File: config.mk
export PLATFORM = sky130hd
export DESIGN_NAME = icache_axi_refill
export DESIGN_NICKNAME = d
export VERILOG_FILES = /design/src/rtl/icache_axi_refill.sv
export SDC_FILE = /design/constraint.sdc
export NUM_CORES = 1
export LEC_CHECK = 0
export ABC_CLOCK_PERIOD_IN_PS = 2700
export CORE_MARGIN = 4
export CORE_UTILIZATION = 35
export DETAILED_ROUTE_END_ITERATION = 12
export PLACE_DENSITY_LB_ADDON = 0.05
export REMOVE_ABC_BUFFERS = 1
export SYNTH_ARGS = -nofsm -noshare
export SYNTH_HDL_FRONTEND = slang
export SYNTH_SLANG_ARGS = --single-unit
File: constraint.sdc
create_clock -name clk -period 2.7 [get_ports clk]
set_input_delay 0.81 -clock clk [delete_from_list [all_inputs] [get_ports clk]]
set_output_delay 0.81 -clock clk [all_outputs]
set_load 0.03 [all_outputs]
File: src/rtl/icache_axi_refill.sv
// rtl/icache_axi_refill.sv - ICache line refill over a single AXI4 INCR read burst
module icache_axi_refill #(
    parameter int         LINE_BEATS = 8,
    parameter logic [3:0] ARID       = 4'h0
) (
    input  logic                     clk,
    input  logic                     rst,
    input  logic                     rd_req,
    input  logic [31:0]              rd_addr,
    output logic                     ret_valid,
    output logic [LINE_BEATS*32-1:0] ret_data,
    output logic                     ret_err,
    output logic                     busy,
    output logic [3:0]               arid,
    output logic [31:0]              araddr,
    output logic [7:0]               arlen,
    output logic [2:0]               arsize,
    output logic [1:0]               arburst,
    output logic                     arvalid,
    input  logic                     arready,
    input  logic [3:0]               rid,
    input  logic [31:0]              rdata,
    input  logic [1:0]               rresp,
    input  logic                     rlast,
    input  logic                     rvalid,
    output logic                     rready
);

    localparam int          CW        = $clog2(LINE_BEATS);
    localparam logic [31:0] LINE_MASK = 32'(LINE_BEATS * 4 - 1);
    localparam logic [CW-1:0] LAST    = CW'(LINE_BEATS - 1);

    typedef enum logic [1:0] {
        S_IDLE,
        S_AR,
        S_R,
        S_DONE
    } state_t;

    state_t          state;
    state_t          state_next;
    logic [CW-1:0]   cnt;
    logic            err;
    logic            beat_ok;
    logic            last_beat;

    assign arid    = ARID;
    assign arlen   = 8'(LINE_BEATS - 1);
    assign arsize  = 3'b010;
    assign arburst = 2'b01;

    // Beats carrying a foreign ID are drained (rready stays high) but otherwise ignored.
    assign beat_ok   = (state == S_R) && rvalid && (rid == ARID);
    assign last_beat = (cnt == LAST);

    always_comb begin
        state_next = state;
        arvalid    = 1'b0;
        rready     = 1'b0;
        ret_valid  = 1'b0;
        ret_err    = 1'b0;
        busy       = 1'b1;
        case (state)
            S_IDLE: begin
                busy = 1'b0;
                if (rd_req) state_next = S_AR;
            end
            S_AR: begin
                arvalid = 1'b1;
                if (arready) state_next = S_R;
            end
            S_R: begin
                rready = 1'b1;
                if (beat_ok && (last_beat || rlast)) state_next = S_DONE;
            end
            S_DONE: begin
                ret_valid  = 1'b1;
                ret_err    = err;
                state_next = S_IDLE;
            end
            default: state_next = S_IDLE;
        endcase
    end

    always_ff @(posedge clk) begin
        if (rst) begin
            state    <= S_IDLE;
            araddr   <= '0;
            cnt      <= '0;
            err      <= 1'b0;
            ret_data <= '0;
        end else begin
            state <= state_next;
            if (state == S_IDLE && rd_req) begin
                araddr <= rd_addr & ~LINE_MASK;
                cnt    <= '0;
                err    <= 1'b0;
            end
            if (beat_ok) begin
                ret_data[32*cnt +: 32] <= rdata;
                cnt                    <= cnt + CW'(1);
                // Bus error, early rlast and missing rlast all poison the line.
                if (rresp[1] || (last_beat != rlast)) err <= 1'b1;
            end
        end
    end

endmodule

==> qor.csv, run 1 <==
metric,value,unit
Starting DRT DRC Count,606,
number of enable flip-flop cells after synthesis,0,
Synth warnings,0,
wire length per cell,20.40,um
Starting Density,0.3573,
hold wc startpoint,araddr[29],
Hold Path Stages,2,
CTS sink cnt,289,
"Seq/Total Area, Yosys",0.5105,
Placement Cell Area,0.01549,mm2
CTS Hold Bufs,0,
worst slew pin tran,0.5407,ns
critical path type,flip-flop to primary output,
hold path endpoint,araddr[29],
ys async rst share,0,
clk_skew,0.01078,ns
Worst slew margin,0.6388,
Yosys cell types,36,
num rows,65,
RSZ-0062 raised after global routing,no,
Max Slew Vio Count,0,
FMAX,385.4,MHz
number of I/O pins,386,
Crit Path Max Fanout,4,
FF-to-FF Start,cnt[1],
root buf cell,clkbuf_16,
reg2reg setup slack,0.24,ns
chip height,187.9,um
syn_area_per_cell,9.022,um2
design area,0.01654,mm2
power density cells,595.2,mW/mm2
CTS H-tree depth,2,
GRT overflow,0,
Critical Path End Type,primary output,
CTS Buffer Depth,3,
gpl congestion,0.8007,
VDD IR max,0.4609,mV
"Clk Latency, worst-skew pair",0.51,ns
FILL cells,3004,
worst reg2reg path depth,9,
Ant. Diodes,0,
Routed WL,41010,um
"commonest non-fill, non-tap cells in the layout","353 x clkdlybuf4s50_1, 289 x dfxtp_1, 131 x nand3_1, 128 x nand2_1, 128 x nand3b_1",
Synth Cell Area,0.01133,mm2
ys flop type,dfxtp_1,
Tcrit/Tclk final,0.9610,
area grow syn2layout,45.98,%
Port-buffer cells,357,
Register Area,0.005786,mm2
"commonest non-fill, non-tap cell in the layout",clkdlybuf4s50_1,
"Data arrival, critical path",1.78,ns
Tot GR Track Use,0.2209,
Max-Cap Viols,0,
largest net degree at the start of global routing,86,
status,completed,
CTS tree,built,
total number of vias,10170,
"CTS clk-pin slew, worst paths",0.06,ns
Worst setup SP type,flip-flop,
met2 usage,0.3727,
met3 Usage GRT,0.06794,
full die area,0.03532,mm2
Hold Path Class,flip-flop to flip-flop,
footprint of the multi-input gates,0.005024,mm2
initial antenna violation count,0,
vias in the first global route,10030,
met1 global-route usage,0.2749,
first-pass GRT wire length,61550,um
layout cells sized above 1,0.06965,
Final HPWL DP,27140,um
Post-route DRC,0,
Hold Fails Final Rpt,0,
LEAKAGE,0.005971,uW
fin cells,2010,
nets,1675,
CTS buffer count,34,
post-route ant nets,0,
core area,0.03172,mm2
worst endpoint required time,1.89,ns
Synth Register Bits,289,
buffers inserted by post-CTS timing repair,0,
clock period minus worst slack,2.595,ns
gr busiest metal,met2,
instance count of the mapped netlist,1256,
reg2reg end,ret_data[44],
final setup vio count,0,
DRT Pass-1 Iters,5,
placed cells,1953,
Via density,5.058,
chip width,187.9,um
[repair_timing]
action                                  in CTS  in global routing
endpoints found under the setup margin       2                  1
resized for setup                            2                  1
endpoints found under the hold margin        0                  0
[where the power goes]
group          internal, uW  switching (uW)
sequential             4360            50.3
combinational           430             635
clock                  2590            1780
[layer usage]
metal	part of all wire	vias up
met5	0	-
met4	0.021	0
met3	0.077	46
met2	0.47	315
met1	0.43	4867
li1	-	4939
[registers in the layout, summed over array words and instances, names as in the netlist]
register / count
ret_data: 256
araddr: 27
cnt: 3
state: 2
err: 1
[stage by stage]
stage / TNS, ns / worst slack [ns] / total power [uW] / hold WS, ns / utilization
after floorplan: -369.26 / -1.809 / 5062 / 0.4212 / -
after global placement: -9.251 / -0.1264 / 5580 / 0.4414 / 0.4884
after detailed placement: -12.37 / -0.1753 / 5586 / 0.4470 / 0.4884
after CTS: 0 / 0.0005955 / 9965 / 0.4539 / 0.5215
after global routing: 0 / 0.04027 / 10190 / 0.4751 / 0.5215
final: 0 / 0.1053 / 9846 / 0.4505 / 0.5215
[how the worst max path moves through the flow]
stage | start | to | slack, ns | cells after the start
final | state[1] | arvalid | 0.11 | 3
after global placement | rid[0] | ret_data[41] | -0.13 | 6
after floorplan | cnt[0] | ret_data[212] | -1.81 | 6
after detailed placement | rid[0] | ret_data[77] | -0.18 | 6
after global routing | state[1] | arvalid | 0.04 | 3
after CTS | state[1] | ret_err | 0.0006 | 3
[Yosys cell counts (all sizes together) (2+ instances only)]
cell    instances  area (um2)
a21oi          64       320.3
and2            3       18.77
buf            42       267.8
clkbuf         90       339.1
conb            2       7.510
dfxtp         289        5786
ha             12       150.1
inv             8       30.03
mux2i          64       640.6
nand2         130       488.0
nand2b         97       606.8
nand3         131       655.6
nand3b        128       960.9
nand4           5       31.28
nor2            5       18.77
nor2b           3       18.77
nor3            2       10.01
nor4            3       40.04
o21ai         163       815.8
or3b            2       17.52
or4             3       22.52
[kinds of logic (layout without fill, tap and decap cells)]
kind of cell	count (synthesis)	count (layout)	share of synthesized area
AO/OA/AOI/OAI	231	231	0.1030
adder cells (fa/ha/maj)	12	12	0.01325
buffers and inverters	140	472	0.05620
flip-flops	289	289	0.5105
multiplexers	64	64	0.05653
other	2	22	0.0006627
AND/OR/NAND/NOR	518	518	0.2598
[layout make-up]
class,instances,area share
clock buffer,53,0.06187
tap,402,0.03041
multi-input combinational,847,0.3037
clock inverter,4,0.001588
inverter,8,0.001815
timing repair buffer,407,0.2509
sequential,289,0.3497
[critical path: stages (launching register included)]
cell,delay [ns]
dfxtp_1,0.34
inv_1,0.09
ha_1,0.17
clkdlybuf4s50_1,0.68
(Power assumes the default switching activity.)
==> run 2: changes to the inputs <==
CTS_CLUSTER_DIAMETER = 60   (was not set)
==> run 2 against run 1 <==
- die area unchanged
- sequential cell count did not move
- critical path type unchanged
- first-iteration DRC count shrank 0.99%
- cell count unchanged
- via count is 0.11% lower
- sequential share of layout area shrank 0.069 points
- largest cell class unchanged
==> qor.csv, run 2 (synthesized netlist as in run 1, its figures left out) <==
metric,value,unit,change
status,completed,,
core area,0.03172,mm2,unchanged
RSZ-0062 raised after global routing,no,,
worst slew pin tran,0.5222,ns,-0.01847 ns
FF-to-FF Start,cnt[1],,
Critical Path End Type,primary output,,
Hold WS,0.4505,ns,unchanged
met2 usage,0.3726,,about the same
Tcrit/Tclk final,0.9560,,-0.005026
Hold Path Class,flip-flop to flip-flop,,
top flop regs,"ret_data (256), araddr (27), cnt (3)",,
Worst slew margin,0.6511,,+0.01234
CTS sink cnt,289,,unchanged
reg2reg end,ret_data[32],,
CTS Buffer Depth,3,,unchanged
final setup TNS,0,ns,unchanged
layout cells sized above 1,0.07090,,+0.001244
worst endpoint required time,1.89,ns,about the same
fin cells,2010,,unchanged
max reg flops,256,,unchanged
chip height,187.9,um,unchanged
CTS buffer count,35,,+2.9%
Tot GR Track Use,0.2207,,about the same
crit path launch,state[1],,
CTS H-tree depth,2,,unchanged
Post-route DRC,0,,unchanged
Final HPWL DP,27140,um,unchanged
wire length per cell,20.39,um,about the same
GRT overflow,0,,unchanged
DRT Pass-1 Iters,6,,+1
Max-Cap Viols,0,,unchanged
number of I/O pins,386,,unchanged
placed cells,1953,,unchanged
post-route ant nets,0,,unchanged
LEAKAGE,0.005985,uW,+0.25%
CP endpoint,arvalid,,
VDD IR max,0.4607,mV,about the same
chip width,187.9,um,unchanged
clock period minus worst slack,2.581,ns,-0.01357 ns
gpl congestion,0.8007,,unchanged
Hold Fails Final Rpt,0,,unchanged
"commonest non-fill, non-tap cell in the layout",clkdlybuf4s50_1,,
Routed WL,40980,um,about the same
Crit Path Max Fanout,4,,unchanged
Max Slew Vio Count,0,,unchanged
"commonest non-fill, non-tap cells in the layout","353 x clkdlybuf4s50_1, 289 x dfxtp_1, 131 x nand3_1, 128 x nand2_1, 128 x nand3b_1",,
power density cells,599.0,mW/mm2,+0.63%
vias in the first global route,10050,,+0.19%
Starting DRT DRC Count,600,,-0.99%
"Data arrival, critical path",1.77,ns,about the same
Worst setup SP type,flip-flop,,
Tot Pwr,9927,uW,+0.83%
Ant. Diodes,0,,unchanged
CTS tree,built,,
final setup vio count,0,,unchanged
CTS Hold Bufs,0,,unchanged
critical path type,flip-flop to primary output,,
num rows,65,,unchanged
area grow syn2layout,46.26,%,
root buf cell,clkbuf_16,,
"Clk Latency, worst-skew pair",0.51,ns,about the same
total number of vias,10160,,-0.11%
Starting Density,0.3573,,unchanged
FMAX,387.4,MHz,+0.53%
met3 Usage GRT,0.06888,,+0.0009308
Via density,5.053,,-0.11%
reg2reg setup slack,0.23,ns,about the same
full die area,0.03532,mm2,unchanged
largest reg by FF count,ret_data,,
nets,1676,,+0.060%
met1 global-route usage,0.2744,,-0.0004967
gr busiest metal,met2,,
"CTS clk-pin slew, worst paths",0.05,ns,about the same
clk_skew,0.02111,ns,+0.01034 ns
worst reg2reg path depth,9,,unchanged
largest net degree at the start of global routing,86,,unchanged
first-pass GRT wire length,61520,um,about the same
Port-buffer cells,357,,unchanged
initial antenna violation count,0,,unchanged
## run 2: changes by cell type in the layout (fill, tap and decap cells not counted), sizes merged
cell | before | now
inv | 9 | 8
clkinvlp | 1 | 2
clkinv | 2 | 3
clkbuf | 53 | 52
## run 2: area by class of cell
type                       instances  area, um2
inverter                           8      30.03
sequential                       289       5786
clock inverter                     5      30.03
tap                              402      503.0
multi-input combinational        847       5024
clock buffer                      52       1052
timing repair buffer             407       4150
fill                            3006      15140
## run 2: worst min path at each step
stage,slack [ns],start,cells after the start,end
final,0.45,araddr[29],2,araddr[29]
after global routing,0.48,ret_data[5],2,ret_data[5]
after CTS,0.45,ret_data[0],2,ret_data[0]
after floorplan,0.42,err,2,err
after detailed placement,0.45,araddr[18],2,araddr[18]
after global placement,0.44,ret_data[24],2,ret_data[24]
## run 2: where the power goes
group          switching, uW  total (uW)  internal (uW)  leakage, uW
Combinational            635        1060            430      0.00313
Sequential              50.1        4410           4360      0.00233
Clock                   1780        4450           2680     0.000528
## run 2: critical path, stage by stage, from the launching register on
cell and delay [ns]:
dfxtp_1 0.34, inv_1 0.09, ha_1 0.17, clkdlybuf4s50_1 0.68
## run 2: routing by layer
metal | wire length (um) | share of wire
met2 | 19340 | 0.47
met4 | 895 | 0.022
met5 | 0 | 0
met1 | 17620 | 0.43
met3 | 3118 | 0.076
## run 2: metrics by stage
step / setup slack, ns / area, um2 / utilization
floorplan: -1.809 / 10800 / -
detailed placement: -0.1753 / 15490 / 0.4884
global route: 0.04771 / 16570 / 0.5226
global placement: -0.1264 / 15490 / 0.4884
CTS: 0.01280 / 16570 / 0.5225
finish: 0.1189 / 16570 / 0.5226
## run 2: what timing repair did
action                                  CTS  global route
hold endpoints to repair                  0             0
cloned                                    0             0
gates resized for setup                   2             1
buffers inserted                          0             0
endpoints found under the setup margin    2             1
pin swaps                                 0             0
==> run 3: changes to the inputs <==
ABC_CLOCK_PERIOD_IN_PS = 2300   (was 2700)
clock period = 2.3 ns   (was 2.7 ns; I/O delays follow)
==> run 3 against run 2 <==
- die area unchanged
- first-iteration DRC count shrank 6.8%
- sequential cell count stayed put
- largest cell class unchanged
- register-to-register slack worse by 0.17 ns
- via count up 2.3%
- core utilization rose by 0.88 points
- critical path type unchanged
- total power is 19% higher
- sequential power up 17%
- routed wire length is 5.1% higher
- cell count increased by 0.75%
- clock skew is 0.0071 ns lower
==> qor.csv, run 3 (synthesized netlist as in run 1, its figures left out) <==
metric,value,unit,change
status,completed,,
hold wc startpoint,araddr[17],,
layout cells sized above 1,0.08688,,+0.01598
sw power,2964,uW,+20%
full die area,0.03532,mm2,unchanged
CP top delay family,buffers and inverters,,
chip width,187.9,um,unchanged
LEAKAGE,0.006622,uW,+11%
WP buf/inv,1,,-1
DRT Pass-1 Iters,5,,-1
crit-path cells,clkdlybuf4s50_1,,
worst slew pin tran,0.9342,ns,+0.4119 ns
number of I/O pins,386,,unchanged
first-pass GRT wire length,62560,um,+1.7%
Hold Path Class,flip-flop to flip-flop,,
Tot Pwr,11850,uW,+19%
Starting DRT DRC Count,559,,-6.8%
gpl congestion,0.8051,,+0.55%
Routed WL,43090,um,+5.1%
Crit Path Max Fanout,2,,-2
largest reg by FF count,ret_data,,
Tot GR Track Use,0.2230,,+0.002268
chip height,187.9,um,unchanged
FILL cells,2997,,-0.30%
Max Slew Vio Count,0,,unchanged
Worst setup SP type,flip-flop,,
CTS H-tree depth,2,,unchanged
final setup TNS,0,ns,unchanged
"CTS clk-pin slew, worst paths",0.05,ns,about the same
GRT overflow,0,,unchanged
FF-to-FF Start,cnt[1],,
Worst slew margin,0.3772,,-0.2739
Post-route DRC,0,,unchanged
worst reg2reg path depth,9,,unchanged
root buf cell,clkbuf_16,,
sequential power share,0.437,,-0.007
"Clk Latency, worst-skew pair",0.51,ns,about the same
slowest CP cell,clkdlybuf4s50_1,,
Port-buffer cells,357,,unchanged
CTS Hold Bufs,0,,unchanged
VDD IR max,0.5351,mV,+16%
Max stage delay on crit path,0.69,ns,about the same
total number of vias,10390,,+2.3%
Util after Layout,0.5313,,+0.008757
CTS buffer count,36,,+2.9%
"commonest non-fill, non-tap cells in the layout","322 x clkdlybuf4s50_1, 287 x dfxtp_1, 131 x nand3_1, 128 x nand2_1, 128 x nand3b_1",,
Max-Cap Viols,0,,unchanged
final setup vio count,0,,unchanged
top flop regs,"ret_data (256), araddr (27), cnt (3)",,
post-route ant nets,0,,unchanged
"commonest non-fill, non-tap cell in the layout",clkdlybuf4s50_1,,
core area,0.03172,mm2,unchanged
"Data arrival, critical path",1.58,ns,-0.19 ns
footprint of the multi-input gates,0.005056,mm2,+0.65%
initial antenna violation count,0,,unchanged
critical path type,flip-flop to primary output,,
placed cells,1957,,+0.20%
wire length per cell,21.28,um,+4.4%
Int Power,8881,uW,+19%
Tcrit/Tclk final,0.9852,,
clock period minus worst slack,2.266,ns,
num rows,65,,unchanged
clk_skew,0.01399,ns,-0.007120 ns
FMAX,441.3,MHz,
CTS Buffer Depth,3,,unchanged
reg2reg end,ret_data[147],,
clock share of power,0.454,,+0.005
nets,1691,,+0.89%
Register Area,0.005788,mm2,about the same
worst endpoint required time,1.61,ns,-0.28 ns
vias in the first global route,10220,,+1.8%
Hold Path Stages,2,,unchanged
CTS tree,built,,
portion of total power attributed to combinational logic,0.109,,+0.002
Final HPWL DP,27450,um,+1.2%
Via density,5.129,,+1.5%
CTS sink cnt,289,,unchanged
area grow syn2layout,48.71,%,
reg2reg setup slack,0.06,ns,-0.17 ns
max reg flops,256,,unchanged
power density cells,702.9,mW/mm2,+17%
Hold Fails Final Rpt,0,,unchanged
Starting Density,0.3573,,unchanged
Ant. Diodes,0,,unchanged
hold path endpoint,araddr[17],,
Critical Path End Type,primary output,,
fin cells,2025,,+0.75%
largest net degree at the start of global routing,168,,+95%
Sw Ratio,0.2502,,+0.002189
run 3: cell types whose count changed in the layout (fill, tap and decap cells not counted), moves of 3 or more:
cell / previous run / this run
clkdlybuf4s50_1: 353 / 322
dlymetal6s2s_1: 1 / 27
buf_4: 34 / 41
buf_6: 1 / 6
clkbuf_16: 37 / 41
buf_12: 16 / 13
run 3: worst reg2reg max path: stages (launching register included):
cell and delay, ns:
dfxtp_2 0.33, inv_2 0.05, ha_4 0.17, ha_4 0.25
or3b_4 0.39, nor4_4 0.37, buf_6 0.23, clkbuf_16 0.20
nand3_1 0.07, o21ai_0 0.08
run 3: how the worst max path moves through the flow:
stage | from | end | cells past startpoint
CTS | ret_data[168] | ret_data[168] | 1
global route | cnt[0] | ret_data[142] | 9
global placement | rid[3] | ret_data[33] | 6
detailed placement | rid[3] | ret_data[33] | 6
finish | ret_data[144] | ret_data[144] | 1
floorplan | cnt[0] | ret_data[212] | 6
run 3: through the flow:
step	setup slack (ns)	hold slack, ns	cell area [um2]
2_1_floorplan	-2.209	0.4212	10800
3_3_place_gp	-0.3997	0.4415	15480
3_5_place_dp	-0.4174	0.4470	15480
4_1_cts	0.0002454	0.4535	16590
5_1_grt	-0.01231	0.4720	16850
6_report	0.03394	0.4510	16850
run 3: power groups by stage:
stage,sequential (uW),clock [uW],combinational (uW)
2_1_floorplan,5460,0,482
3_3_place_gp,5280,0,1320
3_5_place_dp,5280,0,1330
4_1_cts,5170,5500,1320
5_1_grt,5180,5710,1390
6_report,5170,5380,1290
run 3: cell type report:
cell class,count,share of cell area
timing repair buffer,421,0.2588
inverter,8,0.001782
sequential,289,0.3435
clock buffer,50,0.06140
tap,402,0.02985
multi-input combinational,847,0.3000
clock inverter,8,0.004677
run 3: routing by layer:
metal | vias to the layer above | part of all wire | track usage
met5 | - | 0 | 0
met4 | 0 | 0.021 | 0.05223
met3 | 63 | 0.077 | 0.06832
met2 | 332 | 0.48 | 0.3764
met1 | 5007 | 0.42 | 0.2808
li1 | 4984 | - | -
run 3: what timing repair did:
action	4_1_cts	5_1_grt
gates cloned	0	7
buffers inserted	0	3
gates resized for setup	10	50
pin swaps	0	3
endpoints found under the setup margin	7	112
